[config.mk]
export PLATFORM = sky130hd
export DESIGN_NAME = alu
export DESIGN_NICKNAME = d
export VERILOG_FILES = /design/src/rtl/alu_pkg.sv /design/src/rtl/alu_cmp.sv /design/src/rtl/alu.sv
export SDC_FILE = /design/constraint.sdc
export NUM_CORES = 1
export LEC_CHECK = 0
export ABC_CLOCK_PERIOD_IN_PS = 1500
export BUFFER_PORTS_ARGS = -buffer_cell sky130_fd_sc_hd__clkbuf_2
export CORE_MARGIN = 2
export CORE_UTILIZATION = 54
export DETAILED_ROUTE_END_ITERATION = 12
export PLACE_DENSITY = 0.8
export SYNTH_ARGS = -nofsm -noshare
export SYNTH_HDL_FRONTEND = slang
export SYNTH_SLANG_ARGS = --single-unit
[constraint.sdc]
create_clock -name clk -period 1.5 [get_ports clk]
set_input_delay 0.075 -clock clk [delete_from_list [all_inputs] [get_ports clk]]
set_output_delay 0.075 -clock clk [all_outputs]
set_load 0.005 [all_outputs]
[src/rtl/alu_pkg.sv]
// Function-code encodings for the execute-stage ALU, shared by the ALU and the
// instruction decoder.
package alu_pkg;

  localparam int unsigned FUNC_W = 5;

  localparam logic [FUNC_W-1:0] FUNC_ADD  = 5'h00;
  localparam logic [FUNC_W-1:0] FUNC_SUB  = 5'h01;
  localparam logic [FUNC_W-1:0] FUNC_AND  = 5'h04;
  localparam logic [FUNC_W-1:0] FUNC_OR   = 5'h05;
  localparam logic [FUNC_W-1:0] FUNC_XOR  = 5'h06;
  localparam logic [FUNC_W-1:0] FUNC_MVHI = 5'h0B;
  localparam logic [FUNC_W-1:0] FUNC_NAND = 5'h0C;
  localparam logic [FUNC_W-1:0] FUNC_NOR  = 5'h0D;
  localparam logic [FUNC_W-1:0] FUNC_XNOR = 5'h0E;

  // Compares: bits [1:0] pick the base test, bit 3 inverts it.
  localparam logic [FUNC_W-1:0] FUNC_F    = 5'h10;
  localparam logic [FUNC_W-1:0] FUNC_EQ   = 5'h11;
  localparam logic [FUNC_W-1:0] FUNC_LT   = 5'h12;
  localparam logic [FUNC_W-1:0] FUNC_LTE  = 5'h13;
  localparam logic [FUNC_W-1:0] FUNC_T    = 5'h18;
  localparam logic [FUNC_W-1:0] FUNC_NE   = 5'h19;
  localparam logic [FUNC_W-1:0] FUNC_GTE  = 5'h1A;
  localparam logic [FUNC_W-1:0] FUNC_GT   = 5'h1B;

  localparam logic [1:0] CMP_SEL_F   = 2'd0;
  localparam logic [1:0] CMP_SEL_EQ  = 2'd1;
  localparam logic [1:0] CMP_SEL_LT  = 2'd2;
  localparam logic [1:0] CMP_SEL_LTE = 2'd3;

endpackage

[src/rtl/alu_cmp.sv]
// Combinational signed compare: derives eq/lt of two two's-complement words and
// returns the selected (optionally inverted) 1-bit compare result.
module alu_cmp
  import alu_pkg::*;
#(
  parameter int unsigned WORD_SIZE = 32
) (
  input  logic [WORD_SIZE-1:0] i_a,
  input  logic [WORD_SIZE-1:0] i_b,
  input  logic [1:0]           i_sel,
  input  logic                 i_inv,
  output logic                 o_flag
);

  logic w_eq;
  logic w_lt;
  logic w_base;

  assign w_eq = (i_a == i_b);
  assign w_lt = ($signed(i_a) < $signed(i_b));

  always_comb begin
    w_base = 1'b0;
    case (i_sel)
      CMP_SEL_F:   w_base = 1'b0;
      CMP_SEL_EQ:  w_base = w_eq;
      CMP_SEL_LT:  w_base = w_lt;
      CMP_SEL_LTE: w_base = w_lt | w_eq;
      default:     w_base = 1'b0;
    endcase
  end

  // Inversion turns F/EQ/LT/LTE into T/NE/GTE/GT.
  assign o_flag = w_base ^ i_inv;

endmodule

[src/rtl/alu.sv]
// Registered execute-stage ALU: combinational op mux into a one-cycle result
// register with a valid strobe that tracks in_valid.
module alu
  import alu_pkg::*;
#(
  parameter int unsigned WORD_SIZE = 32
) (
  input  logic                 clk,
  input  logic                 rst_n,
  input  logic                 in_valid,
  input  logic [WORD_SIZE-1:0] in1,
  input  logic [WORD_SIZE-1:0] in2,
  input  logic [FUNC_W-1:0]    func,
  output logic                 out_valid,
  output logic [WORD_SIZE-1:0] out
);

  localparam int unsigned HALF = WORD_SIZE / 2;

  logic [WORD_SIZE-1:0] w_result;
  logic                 w_cmp_flag;
  logic [WORD_SIZE-1:0] r_out;
  logic                 r_out_valid;

  alu_cmp #(.WORD_SIZE(WORD_SIZE)) u_cmp (
    .i_a    (in1),
    .i_b    (in2),
    .i_sel  (func[1:0]),
    .i_inv  (func[3]),
    .o_flag (w_cmp_flag)
  );

  always_comb begin
    w_result = '0;
    case (func)
      FUNC_ADD:  w_result = in1 + in2;
      FUNC_SUB:  w_result = in1 - in2;
      FUNC_AND:  w_result = in1 & in2;
      FUNC_OR:   w_result = in1 | in2;
      FUNC_XOR:  w_result = in1 ^ in2;
      FUNC_NAND: w_result = ~(in1 & in2);
      FUNC_NOR:  w_result = ~(in1 | in2);
      FUNC_XNOR: w_result = ~(in1 ^ in2);
      FUNC_MVHI: w_result = {in2[HALF-1:0], {HALF{1'b0}}};
      FUNC_F, FUNC_EQ, FUNC_LT, FUNC_LTE,
      FUNC_T, FUNC_NE, FUNC_GTE, FUNC_GT:
                 w_result = {{(WORD_SIZE-1){1'b0}}, w_cmp_flag};
      default:   w_result = '0;
    endcase
  end

  always_ff @(posedge clk or negedge rst_n) begin
    if (!rst_n) begin
      r_out       <= '0;
      r_out_valid <= 1'b0;
    end else begin
      r_out_valid <= in_valid;
      if (in_valid) r_out <= w_result;
    end
  end

  assign out       = r_out;
  assign out_valid = r_out_valid;

endmodule

==> flow_summary.json, run 1 <==
{
  "grt_max_degree": 35,
  "gp_congestion": 1.06,
  "die_x_um": 119,
  "ys_async_sr_fraction": 1.00,
  "syn_area_um2": 7110,
  "grt_overflow_total": 1385,
  "post-place-ws_ps": -1450,
  "numCtsBuffers": 5,
  "synth_cells": 1005,
  "start_util": 0.559,
  "postSynthAreaPerCell_um2": 7.07,
  "endpoint_type": "register data pin",
  "synth_area_leaders": "ha_1 17%, dfrtp_1 12%, a21oi_1 6.6%",
  "synth_top_area_frac": 0.169,
  "ys_warn_count": 0,
  "hpwl_um": 27400,
  "yosys-top-cells-count": "103 x inv_1, 96 x ha_1, 93 x a21oi_1",
  "failed_stage": "5_1_grt",
  "cts_buffer_depth": 2,
  "core.rowCount": 41,
  "grtUsageTotal": 1.01,
  "portBuffers": 104,
  "synth_ff_type": "dfrtp_1",
  "synth.most_common_cell": "inv_1",
  "synth_top_area_cell": "ha_1",
  "synth-seq-cells": 33,
  "syn_nets": 1175,
  "yosysUniqueCellTypes": 85,
  "error_line": "[ERROR GRT-0232] Routing congestion too high. Check the congestion heatmap in the GUI.",
  "postGrtWorstEndpoint": "out[13]$_DFFE_PN0P_/D",
  "yosysSeqAreaShare": 0.116,
  "status": "did not finish",
  "place_area_um2": 10800,
  "cts_num_sinks": 33,
  "root_buffer": "clkbuf_16",
  "synth_edf_count": 0,
  "cts.htree.levels": 2,
  "die_y_um": 119,
  "ios": 105
}
==> through the flow <==
step,hold slack [ps],std cells
CTS,88.3,1628
detailed placement,154,1600
global placement,146,1600
floorplan,-221,1005
==> layer usage <==
| layer | overflow | GRT usage |
|---|---|---|
| met1 | 11 | 0.888 |
| met2 | 1089 | 1.36 |
| met3 | 8 | 0.752 |
| met4 | 276 | 1.13 |
| met5 | 1 | 0.301 |
==> cell families after synthesis <==
kind of cell / after synthesis / share of synthesized area
AO/OA/AOI/OAI: 375 / 0.365
AND/OR/NAND/NOR: 269 / 0.175
buffers and inverters: 168 / 0.0914
adder cells (fa/ha/maj): 98 / 0.175
XOR/XNOR: 57 / 0.0703
flip-flops: 33 / 0.116
multiplexers: 5 / 0.00740
==> what timing repair did <==
action                                  4_1_cts
buffers inserted                             21
endpoints found under the setup margin       31
pin swaps                                    92
endpoints found under the hold margin        33
hold buffers                                  1
gates resized for setup                     149
==> inputs of run 2 (changes only) <==
--- a/config.mk
+++ b/config.mk
@@ -5,12 +5,12 @@
 export SDC_FILE = /design/constraint.sdc
 export NUM_CORES = 1
 export LEC_CHECK = 0
-export ABC_CLOCK_PERIOD_IN_PS = 1500
+export ABC_CLOCK_PERIOD_IN_PS = 1950
 export BUFFER_PORTS_ARGS = -buffer_cell sky130_fd_sc_hd__clkbuf_2
 export CORE_MARGIN = 2
-export CORE_UTILIZATION = 54
+export CORE_UTILIZATION = 40
 export DETAILED_ROUTE_END_ITERATION = 12
-export PLACE_DENSITY = 0.8
+export PLACE_DENSITY_LB_ADDON = 0.15
 export SYNTH_ARGS = -nofsm -noshare
 export SYNTH_HDL_FRONTEND = slang
 export SYNTH_SLANG_ARGS = --single-unit
==> constraint.sdc (replaced) <==
create_clock -name clk -period 1.95 [get_ports clk]
set_input_delay 0.0975 -clock clk [delete_from_list [all_inputs] [get_ports clk]]
set_output_delay 0.0975 -clock clk [all_outputs]
set_load 0.005 [all_outputs]
==> run 2 against run 1 <==
Net effect:
- the flow now finishes, with violations (negative setup slack)
- area after synthesis did not move
- synthesized cell count did not move
==> flow_summary.json, run 2 <==
{
  "worstMarginPinSlew_ps": 618,
  "core.rowCount": 48,
  "hold_ws_ps": 114,
  "numCtsBuffers": 5,
  "die_y_um": 137,
  "setup_tns_ps": -9370,
  "ys_warn_count": 0,
  "final-setup-viol-count": 26,
  "cts_num_sinks": 33,
  "vias": 9400,
  "cp-startpoint": "in1[0]",
  "r2r_slack_ps": -20,
  "start_util": 0.409,
  "portBuffers": 104,
  "hp-class": "in -> reg",
  "r2r_start": "out[30]$_DFFE_PN0P_",
  "design.die.area_um2": 18800,
  "drive_above_1_share": 0.439,
  "routed_via_density": 5.74,
  "grtUsageTotal": 0.343,
  "rsz0062_at_grt": "yes",
  "slew_violations": 0,
  "ys_async_sr_fraction": 1.00,
  "die_x_um": 137,
  "crit_fanout": 3,
  "cts_tree": "yes",
  "worst-path-stages": 15,
  "max-slew-margin-rel": 0.587,
  "power.density_nw_per_um2": 430,
  "synth_top_area_cell": "ha_1",
  "yosys-top-cells-count": "103 x inv_1, 96 x ha_1, 93 x a21oi_1",
  "synth_top_area_frac": 0.169,
  "holdPathStages": 2,
  "cp-end-kind": "register",
  "cp.required_ps": 2160,
  "drc": 0,
  "cts_buffer_depth": 2,
  "fin_crit_ps": 2530,
  "r2r-end": "out[30]$_DFFE_PN0P_",
  "fin_crit_sh": 1.30,
  "worst_slack_ps": -576,
  "yosysSeqAreaShare": 0.116,
  "worstSetupStartpointType": "input port",
  "max_stage_delay_ps": 460,
  "grt_pass1_vias": 8975,
  "final_common_cell": "buf_4",
  "ios": 105,
  "clkTransAtPathRegs_ps": 60,
  "grt_overflow_total": 0,
  "cp.buffers_inverters": 4,
  "syn_to_final_growth_pct": 64.1,
  "antenna_cells_inserted": 0,
  "synth.most_common_cell": "inv_1",
  "max_freq_mhz": 396,
  "clock_skew_ps": 0,
  "dr.pass1.iters": 5,
  "wl_per_cell_um": 20.0,
  "insertion_delay_ps": 280,
  "cp_data_arrival_time_ps": 2740,
  "synth_edf_count": 0,
  "failed_checks": "negative setup slack",
  "crit_type": "in -> reg",
  "grt_max_degree": 47,
  "synth_ff_type": "dfrtp_1",
  "syn_area_um2": 7110,
  "drt.antenna.violating_nets": 0,
  "antenna_found_initial": 0,
  "total_power_mw": 5.01,
  "r2r_cells": 9,
  "maxCapViolations": 0,
  "first_iter_violations": 915,
  "cts.htree.levels": 2,
  "cp_slowest_cell": "or4b_1",
  "synth_area_leaders": "ha_1 17%, dfrtp_1 12%, a21oi_1 6.6%",
  "finalHoldViolations": 0,
  "dp_cells": 1609,
  "stdcell_count": 1638,
  "root_buffer": "clkbuf_16",
  "gp_congestion": 1.01,
  "grt_pass1_wl_um": 49900,
  "syn_nets": 1175,
  "status": "complete, but fails checks",
  "postSynthAreaPerCell_um2": 7.07,
  "hpwl_um": 25600,
  "crit_path_end": "out[30]$_DFFE_PN0P_",
  "post-place-ws_ps": -1120,
  "vdd.ir_drop.worst_uv": 358,
  "synth-seq-cells": 33,
  "crit_chain": "clkbuf_16 > inv_12 > ha_4 > inv_4 > fa_2 > nor2b_4 > o21ai_2 > a311oi_2 > o211ai_1 > buf_4 > a211o_1 > a21oi_1 > o31ai_2 > or4b_1 > a32oi_1",
  "core_um2": 17400,
  "synth_cells": 1005,
  "wl_um": 32800,
  "largest_register_ffs": 32,
  "mostFrequentLayoutCells": "332 x buf_4, 94 x clkbuf_2, 84 x inv_1",
  "yosysUniqueCellTypes": 85,
  "cp_top_family": "compound AO/OA/AOI/OAI gates",
  "leakage_nw": 5.56,
  "final_nets": 1582
}
run 2: cell counts after synthesis:
No cell type changed its count.
run 2: kinds of logic (layout without fill, tap and decap cells):
kind of cell	Yosys count	in the layout	share of synthesized area
mux	5	5	0.00740
xor+xnor	57	57	0.0703
simple gates	269	269	0.175
buf+inv	168	576	0.0914
fa+ha+maj	98	98	0.175
compound gates	375	375	0.365
flops	33	33	0.116
run 2: stage by stage:
stage               instance area (um^2)  utilization
floorplan                           7390            -
global placement                   10500        0.607
detailed placement                 10500        0.607
CTS                                11500        0.661
global route                       11700        0.672
finish                             11700        0.672
run 2: report_power, final:
part	internal (mW)	switching, mW
registers	0.745	0.0473
logic	1.55	1.67
clock network	0.641	0.367
run 2: how the worst min path moves through the flow:
stage,from,to
floorplan,rst_n,out[0]$_DFFE_PN0P_
global placement,rst_n,out[7]$_DFFE_PN0P_
detailed placement,rst_n,out[7]$_DFFE_PN0P_
CTS,in_valid,out_valid$_DFF_PN0_
global route,in_valid,out_valid$_DFF_PN0_
finish,in_valid,out_valid$_DFF_PN0_
run 2: final cells by class:
class                      count  area [um^2]
multi-input combinational    804         6440
fill                        1519         5690
timing repair buffer         463         3500
sequential                    33          826
inverter                     105          444
tap                          225          282
clock buffer                   7          143
clock inverter                 1         30.0
run 2: what timing repair did:
item,4_1_cts,5_1_grt
resized for setup,129,35
hold buffers,1,0
pin swaps,60,50
endpoints found under the hold margin,33,0
buffers inserted,17,8
endpoints found under the setup margin,27,27
cloned,0,0
run 2: layer usage:
metal | global-route usage | vias up | share of wire
li1 | - | 4451 | -
met1 | 0.459 | 4401 | 0.42
met2 | 0.558 | 449 | 0.45
met3 | 0.0419 | 99 | 0.082
met4 | 0.137 | 0 | 0.049
met5 | 0 | - | 0
Note: power is estimated with default switching activity, not from simulation.
